## config.mk

```make
export PLATFORM = sky130hd
export DESIGN_NAME = mem_wb_writeback_flat
export DESIGN_NICKNAME = d
export VERILOG_FILES = /design/src/rtl/mem_wb_writeback_pkg.sv /design/src/rtl/mem_wb_writeback_if.sv /design/src/rtl/mem_wb_writeback_load_align.sv /design/src/rtl/mem_wb_writeback.sv /design/src/flat_wrapper.sv
export SDC_FILE = /design/constraint.sdc
export NUM_CORES = 1
export LEC_CHECK = 0
export ABC_AREA = 1
export CAP_MARGIN = 10
export CORE_MARGIN = 2
export CORE_UTILIZATION = 43
export DETAILED_ROUTE_END_ITERATION = 16
export DONT_BUFFER_PORTS = 1
export PLACE_DENSITY = 0.59
export SYNTH_ARGS = -nofsm -noshare
export SYNTH_HDL_FRONTEND = slang
export SYNTH_SLANG_ARGS = --single-unit
```

## constraint.sdc

```tcl
create_clock -name clock -period 3.8 [get_ports clock]
set_input_delay 0.76 -clock clock [delete_from_list [all_inputs] [get_ports clock]]
set_output_delay 0.76 -clock clock [all_outputs]
set_load 0.02 [all_outputs]
```

## src/rtl/mem_wb_writeback_pkg.sv

```systemverilog
// Shared definitions for the MEM/WB write-back slice: data width, WB control
// bit positions, load funct3 encodings and the MEM/WB register payload.
package mem_wb_writeback_pkg;

  localparam int unsigned XLEN    = 32;
  localparam int unsigned RD_W    = 5;
  localparam int unsigned WBCTL_W = 2;
  localparam int unsigned F3_W    = 3;

  // Bit positions inside ex_mem_wb_ctl
  localparam int unsigned WB_REGWRITE = 1;
  localparam int unsigned WB_MEMTOREG = 0;

  // Load size/sign encodings
  localparam logic [F3_W-1:0] F3_LB  = 3'b000;
  localparam logic [F3_W-1:0] F3_LH  = 3'b001;
  localparam logic [F3_W-1:0] F3_LW  = 3'b010;
  localparam logic [F3_W-1:0] F3_LBU = 3'b100;
  localparam logic [F3_W-1:0] F3_LHU = 3'b101;

  // Contents of the MEM/WB pipeline register
  typedef struct packed {
    logic            valid;
    logic [RD_W-1:0] rd;
    logic            regwrite;
    logic [XLEN-1:0] data;
    logic            misaligned;
  } mem_wb_t;

endpackage

```

## src/rtl/mem_wb_writeback_if.sv

```systemverilog
// MEM-stage to write-back bus.
//   master: drives the ex_mem_* slot, raw memory word and stall/flush,
//           observes the registered write-back outputs.
//   slave : the write-back stage itself.
interface mem_wb_writeback_if
  import mem_wb_writeback_pkg::*;
#(
  parameter int unsigned COUNT_W = 64
);

  logic               ex_mem_valid;
  logic [WBCTL_W-1:0] ex_mem_wb_ctl;
  logic               ex_mem_link;
  logic [F3_W-1:0]    ex_mem_funct3;
  logic [RD_W-1:0]    ex_mem_rd;
  logic [XLEN-1:0]    ex_mem_alu_result;
  logic [XLEN-1:0]    ex_mem_npc;
  logic [XLEN-1:0]    mem_read_data;
  logic               stall;
  logic               flush;

  logic               mem_wb_valid;
  logic [RD_W-1:0]    mem_wb_rd;
  logic               mem_wb_regwrite;
  logic [XLEN-1:0]    wb_writedata;
  logic               load_misaligned;
  logic [COUNT_W-1:0] retired_count;

  modport master (
    output ex_mem_valid, ex_mem_wb_ctl, ex_mem_link, ex_mem_funct3, ex_mem_rd,
           ex_mem_alu_result, ex_mem_npc, mem_read_data, stall, flush,
    input  mem_wb_valid, mem_wb_rd, mem_wb_regwrite, wb_writedata,
           load_misaligned, retired_count
  );

  modport slave (
    input  ex_mem_valid, ex_mem_wb_ctl, ex_mem_link, ex_mem_funct3, ex_mem_rd,
           ex_mem_alu_result, ex_mem_npc, mem_read_data, stall, flush,
    output mem_wb_valid, mem_wb_rd, mem_wb_regwrite, wb_writedata,
           load_misaligned, retired_count
  );

endinterface

```

## src/rtl/mem_wb_writeback_load_align.sv

```systemverilog
// Combinational load aligner: picks the addressed byte/halfword out of a
// little-endian memory word, extends it per funct3, and flags misalignment.
//   word       : raw aligned memory word
//   offset     : byte offset within the word
//   funct3     : load size/sign encoding
//   value      : extended load value
//   misaligned : halfword on odd offset, or word on non-zero offset
module load_align
  import mem_wb_writeback_pkg::*;
(
  input  logic [XLEN-1:0] word,
  input  logic [1:0]      offset,
  input  logic [F3_W-1:0] funct3,
  output logic [XLEN-1:0] value,
  output logic            misaligned
);

  logic [7:0]  byte_sel;
  logic [15:0] half_sel;

  // Byte k lives at word[8k+7:8k]
  always_comb begin
    byte_sel = word[{offset, 3'b000} +: 8];
    half_sel = offset[1] ? word[31:16] : word[15:0];
  end

  always_comb begin
    value      = word;
    misaligned = 1'b0;
    case (funct3)
      F3_LB:  value = {{24{byte_sel[7]}}, byte_sel};
      F3_LBU: value = {24'h0, byte_sel};
      F3_LH: begin
        value      = {{16{half_sel[15]}}, half_sel};
        misaligned = offset[0];
      end
      F3_LHU: begin
        value      = {16'h0, half_sel};
        misaligned = offset[0];
      end
      F3_LW:  misaligned = (offset != 2'b00);
      default: value = word;
    endcase
  end

endmodule

```

## src/rtl/mem_wb_writeback.sv

```systemverilog
// MEM/WB pipeline register and write-back select feeding decode's register
// file write port; also counts retired instructions.
//   clock, reset : pipeline clock, asynchronous active-high reset
//   bus (slave)  : ex_mem_* slot, mem_read_data, stall, flush in;
//                  mem_wb_valid/rd/regwrite, wb_writedata, load_misaligned,
//                  retired_count out (all straight from flops)
module mem_wb_writeback
  import mem_wb_writeback_pkg::*;
#(
  parameter int unsigned COUNT_W    = 64,
  parameter bit          ZERO_GUARD = 1'b1
) (
  input  logic               clock,
  input  logic               reset,
  mem_wb_writeback_if.slave  bus
);

  logic [XLEN-1:0]    load_value;
  logic               align_mis;
  logic               memtoreg;
  logic               misaligned_c;
  logic               rd_is_zero_c;
  logic [XLEN-1:0]    data_c;
  logic               regwrite_c;
  mem_wb_t            wb_q;
  logic [COUNT_W-1:0] count_q;

  load_align u_load_align (
    .word       (bus.mem_read_data),
    .offset     (bus.ex_mem_alu_result[1:0]),
    .funct3     (bus.ex_mem_funct3),
    .value      (load_value),
    .misaligned (align_mis)
  );

  // Next-state values for the MEM/WB register
  always_comb begin
    memtoreg     = bus.ex_mem_wb_ctl[WB_MEMTOREG];
    misaligned_c = bus.ex_mem_valid & memtoreg & align_mis;
    rd_is_zero_c = ZERO_GUARD && (bus.ex_mem_rd == RD_W'(0));
    regwrite_c   = bus.ex_mem_valid & bus.ex_mem_wb_ctl[WB_REGWRITE]
                 & ~misaligned_c & ~rd_is_zero_c;
    // Link beats memtoreg; a misaligned load writes back zero
    if (bus.ex_mem_link)
      data_c = bus.ex_mem_npc;
    else if (memtoreg)
      data_c = align_mis ? XLEN'(0) : load_value;
    else
      data_c = bus.ex_mem_alu_result;
  end

  // Pipeline register: flush > stall > load
  always_ff @(posedge clock or posedge reset) begin
    if (reset) begin
      wb_q    <= '0;
      count_q <= '0;
    end else if (bus.flush) begin
      wb_q <= '0;
    end else if (bus.stall) begin
      wb_q.misaligned <= 1'b0;
    end else begin
      wb_q.valid      <= bus.ex_mem_valid;
      wb_q.rd         <= bus.ex_mem_rd;
      wb_q.regwrite   <= regwrite_c;
      wb_q.data       <= data_c;
      wb_q.misaligned <= misaligned_c;
      if (bus.ex_mem_valid)
        count_q <= count_q + COUNT_W'(1);
    end
  end

  assign bus.mem_wb_valid    = wb_q.valid;
  assign bus.mem_wb_rd       = wb_q.rd;
  assign bus.mem_wb_regwrite = wb_q.regwrite;
  assign bus.wb_writedata    = wb_q.data;
  assign bus.load_misaligned = wb_q.misaligned;
  assign bus.retired_count   = count_q;

endmodule

```

## src/flat_wrapper.sv

```systemverilog
// flat-port wrapper written by rule: the top's interface ports become plain ports
module mem_wb_writeback_flat import mem_wb_writeback_pkg::*;
#(
  parameter int unsigned COUNT_W    = 64,
  parameter bit          ZERO_GUARD = 1'b1
)
  (clock, reset, bus_ex_mem_valid, bus_ex_mem_wb_ctl, bus_ex_mem_link, bus_ex_mem_funct3, bus_ex_mem_rd, bus_ex_mem_alu_result, bus_ex_mem_npc, bus_mem_read_data, bus_stall, bus_flush, bus_mem_wb_valid, bus_mem_wb_rd, bus_mem_wb_regwrite, bus_wb_writedata, bus_load_misaligned, bus_retired_count);
  mem_wb_writeback_if #(.COUNT_W(COUNT_W)) bus_i ();
  input  logic clock;
  input  logic reset;
  input wire logic [$bits(bus_i.ex_mem_valid)-1:0] bus_ex_mem_valid;
  input wire logic [$bits(bus_i.ex_mem_wb_ctl)-1:0] bus_ex_mem_wb_ctl;
  input wire logic [$bits(bus_i.ex_mem_link)-1:0] bus_ex_mem_link;
  input wire logic [$bits(bus_i.ex_mem_funct3)-1:0] bus_ex_mem_funct3;
  input wire logic [$bits(bus_i.ex_mem_rd)-1:0] bus_ex_mem_rd;
  input wire logic [$bits(bus_i.ex_mem_alu_result)-1:0] bus_ex_mem_alu_result;
  input wire logic [$bits(bus_i.ex_mem_npc)-1:0] bus_ex_mem_npc;
  input wire logic [$bits(bus_i.mem_read_data)-1:0] bus_mem_read_data;
  input wire logic [$bits(bus_i.stall)-1:0] bus_stall;
  input wire logic [$bits(bus_i.flush)-1:0] bus_flush;
  output wire logic [$bits(bus_i.mem_wb_valid)-1:0] bus_mem_wb_valid;
  output wire logic [$bits(bus_i.mem_wb_rd)-1:0] bus_mem_wb_rd;
  output wire logic [$bits(bus_i.mem_wb_regwrite)-1:0] bus_mem_wb_regwrite;
  output wire logic [$bits(bus_i.wb_writedata)-1:0] bus_wb_writedata;
  output wire logic [$bits(bus_i.load_misaligned)-1:0] bus_load_misaligned;
  output wire logic [$bits(bus_i.retired_count)-1:0] bus_retired_count;
  assign bus_i.ex_mem_valid = bus_ex_mem_valid;
  assign bus_i.ex_mem_wb_ctl = bus_ex_mem_wb_ctl;
  assign bus_i.ex_mem_link = bus_ex_mem_link;
  assign bus_i.ex_mem_funct3 = bus_ex_mem_funct3;
  assign bus_i.ex_mem_rd = bus_ex_mem_rd;
  assign bus_i.ex_mem_alu_result = bus_ex_mem_alu_result;
  assign bus_i.ex_mem_npc = bus_ex_mem_npc;
  assign bus_i.mem_read_data = bus_mem_read_data;
  assign bus_i.stall = bus_stall;
  assign bus_i.flush = bus_flush;
  assign bus_mem_wb_valid = bus_i.mem_wb_valid;
  assign bus_mem_wb_rd = bus_i.mem_wb_rd;
  assign bus_mem_wb_regwrite = bus_i.mem_wb_regwrite;
  assign bus_wb_writedata = bus_i.wb_writedata;
  assign bus_load_misaligned = bus_i.load_misaligned;
  assign bus_retired_count = bus_i.retired_count;
  mem_wb_writeback #(.COUNT_W(COUNT_W), .ZERO_GUARD(ZERO_GUARD)) u_core (.clock(clock), .reset(reset), .bus(bus_i));
endmodule
```

==> results.yml <==
placement:
  placed_cells: 1218
  hpwlAfterDp_mm: 16.4
  port-buffer-count: 0
  gp_congestion: 0.942
synthesis:
  synth_top_cell_by_area: "dfrtp_1"
  ys_seq_area_share_pct: 37.8
  synth_compound_area_share_pct: 7.49
  synth_warnings: 0
  synthSimpleGateAreaFrac_pct: 40.9
  ys_ff_latch: 104
  synth_top_family_by_area: "simple AND/OR/NAND/NOR gates"
  syn_area_sq_um: 6890
  synth_xor_xnor_area_share_pct: 5.70
  synthCells: 1028
  synth_cell_type_count: 40
  synth.top_cells.by_area: "dfrtp_1 38%, nand2_1 19%, nor2_1 9.5%"
  syn_avg_cell_area_sq_um: 6.70
  synth_fp_nets: 1141
  synth_top_area_share_pct: 37.8
  synthMuxAreaShare_pct: 0
  synthAdderAreaFrac_pct: 0.182
grt:
  antenna_found_initial: 0
  grt_pass1_vias: 6016
  grt_pass1_wl_mm: 33.0
  grt_usage_pct: 25.2
  overflow: 0
  grt_max_degree: 68
layout:
  drive_gt1_share_pct: 7.66
  stdcell_count: 1234
  final_util_pct: 46.4
  area_delta_synth_final_pct: 6.23
  antenna_cells: 0
  finalNetCount: 1126
clock_network:
  clk_pin_slew_ns: 0.08
  cts_tree: "done"
  root_buffer: "clkbuf_16"
  cts_resized: 0
  ctsLongestPathBuffers: 2
  cts_made_buffers: 9
  ctsHoldBuffers: 0
  cts.sinks: 104
  cts_setup_buffers: 0
  clk_latency_ns: 0.35
  htreeDepth: 3
drt:
  routedWlPerCell_microns: 17.3
  wirelength_mm: 21.3
  route.vias.total: 6396
  ant_nets: 0
  routed_via_density: 5.18
  drtPass1Iterations: 5
  post-route-drc-count: 0
  drt-initial-drc-count: 456
floorplan:
  die_w_microns: 131
  io_pins: 216
  placementRows: 46
  die_area_sq_um: 17000
  coreArea_sq_um: 15800
  start_util_pct: 43.7
  dieHeight_microns: 131
sta:
  setup_viol: 0
  period_minus_slack_ns: 2.05
  grt_setup_unrepaired: "no"
  fin_tns_setup_ns: 0
  worstMarginPinSlew_ns: 0.908
  hold_slack_ns: 0.431
  hold_viol: 0
  slew_headroom_pct: 39.3
  period_share_pct: 54.0
  slew_violations: 0
  clock-skew-final_ns: 0.0135
  max_freq_ghz: 0.488
critical_path:
  end_kind: "flip-flop"
  crit_path_start_kind: "flip-flop"
  crit_arrival_ns: 2.29
  critPathRequiredTime_ns: 4.04
  cp_max_fo: 4
  worstSetupPathType: "reg2reg"
flow_run:
  drv_cap: 0
power_and_ir_drop:
  p_per_area_nw_per_um2: 339
  ir_drop_mv: 0.241
  p_leak_nw: 3.68
hold_path:
  holdCritPathClass: "in2async"
status:
  outcome: "finished clean"
synth_stat cells (all sizes together):
cell and instances:
nor4b 1, nand3b 8, clkbuf 16, xor2 26, o211ai 3, clkinv 1
a31oi 1, dfrtp 104, o21ai 41, o21bai 1, or2 2, nor2 198
o2111ai 1, buf 16, nand4 22, nand2 363, xnor2 18, nor3 13
a22o 1, nand3 39, ha 1, o22ai 1, a21oi 50, inv 98
and2 3
through the flow:
stage / total power [mW] / worst slack (ns) / instance area [sq um]
finish: 2.48 / 1.75 / 7320
global route: 2.61 / 1.52 / 7320
floorplan: 1.54 / 0.308 / 6890
CTS: 2.52 / 1.73 / 7320
detailed placement: 1.61 / 1.44 / 7030
global placement: 1.61 / 1.46 / 7030
worst max-delay path: stages, from the launching register on:
cell     delay [ns]
dfrtp_1        0.53
ha_1           0.23
inv_1          0.06
nor2_1         0.16
nand3_1        0.17
nor2_2         0.18
nand3_1        0.25
nor2_2         0.19
nand3_1        0.08
nand2_1        0.07
inv_1          0.03
worst paths after layout:
path | start | endpoint | slack [ns] | cells past startpoint
max in group asynchronous | reset | u_core.bus.retired_count[40] | 2.50 | 2
worst min register to register | u_core.bus.mem_wb_valid | u_core.bus.mem_wb_valid | 0.62 | 2
worst max-delay path | u_core.bus.retired_count[0] | u_core.bus.retired_count[52] | 1.75 | 10
min in group clock | bus_ex_mem_rd[4] | u_core.bus.mem_wb_rd[4] | 0.57 | 1
worst min-delay path | reset | u_core.bus.wb_writedata[24] | 0.43 | 1
worst max register to register | u_core.bus.retired_count[0] | u_core.bus.retired_count[52] | 1.75 | 10
logic make-up after synthesis:
| logic type | count (synthesis) |
|---|---|
| xor+xnor | 44 |
| compound gates | 99 |
| buf+inv | 131 |
| simple gates | 649 |
| fa+ha+maj | 1 |
| flops | 104 |
sequential cells by signal (all words and copies together), names as in the netlist:
register	flops
u_core.bus.load_misaligned	1
u_core.bus.mem_wb_rd	5
u_core.bus.mem_wb_regwrite	1
u_core.bus.mem_wb_valid	1
u_core.bus.retired_count	64
u_core.bus.wb_writedata	32
cells in the final DEF (no fill, tap or decap), drive strengths merged:
master,n
a22o,1
nor3,13
o211ai,3
a31oi,1
o2111ai,1
buf,6
nand4,22
dfrtp,104
nand2,363
inv,99
or2,2
a21oi,50
clkinv,7
nand3,39
ha,1
nor2,198
xor2,26
nand3b,8
and2,3
o22ai,1
xnor2,18
o21bai,1
clkbuf,9
nor4b,1
o21ai,41
cell type report:
type,instances,area [sq um]
clock buffer,9,225
clock inverter,7,57.6
fill,1715,8450
inverter,99,374
multi-input combinational,793,3740
sequential,104,2600
tap,216,270
timing repair buffer,6,45.0
per-layer routing:
metal | wire, microns | track usage (%) | vias up | part of all wire, %
li1 | - | - | 3183 | -
met5 | 0 | 0 | - | 0
met3 | 1830 | 7.25 | 26 | 8.6
met2 | 9130 | 37.3 | 255 | 43
met1 | 9990 | 36.2 | 2932 | 47
met4 | 367 | 6.51 | 0 | 1.7
power by group:
group / leakage (nW) / total, mW / internal [mW] / switching, mW
sequential: 1.40 / 1.30 / 1.16 / 0.138
clock: 0.140 / 0.895 / 0.452 / 0.443
combinational: 2.14 / 0.284 / 0.0957 / 0.189
total: 3.68 / 2.48 / 1.71 / 0.770
No activity file was read; power rests on OpenSTA's default activity.
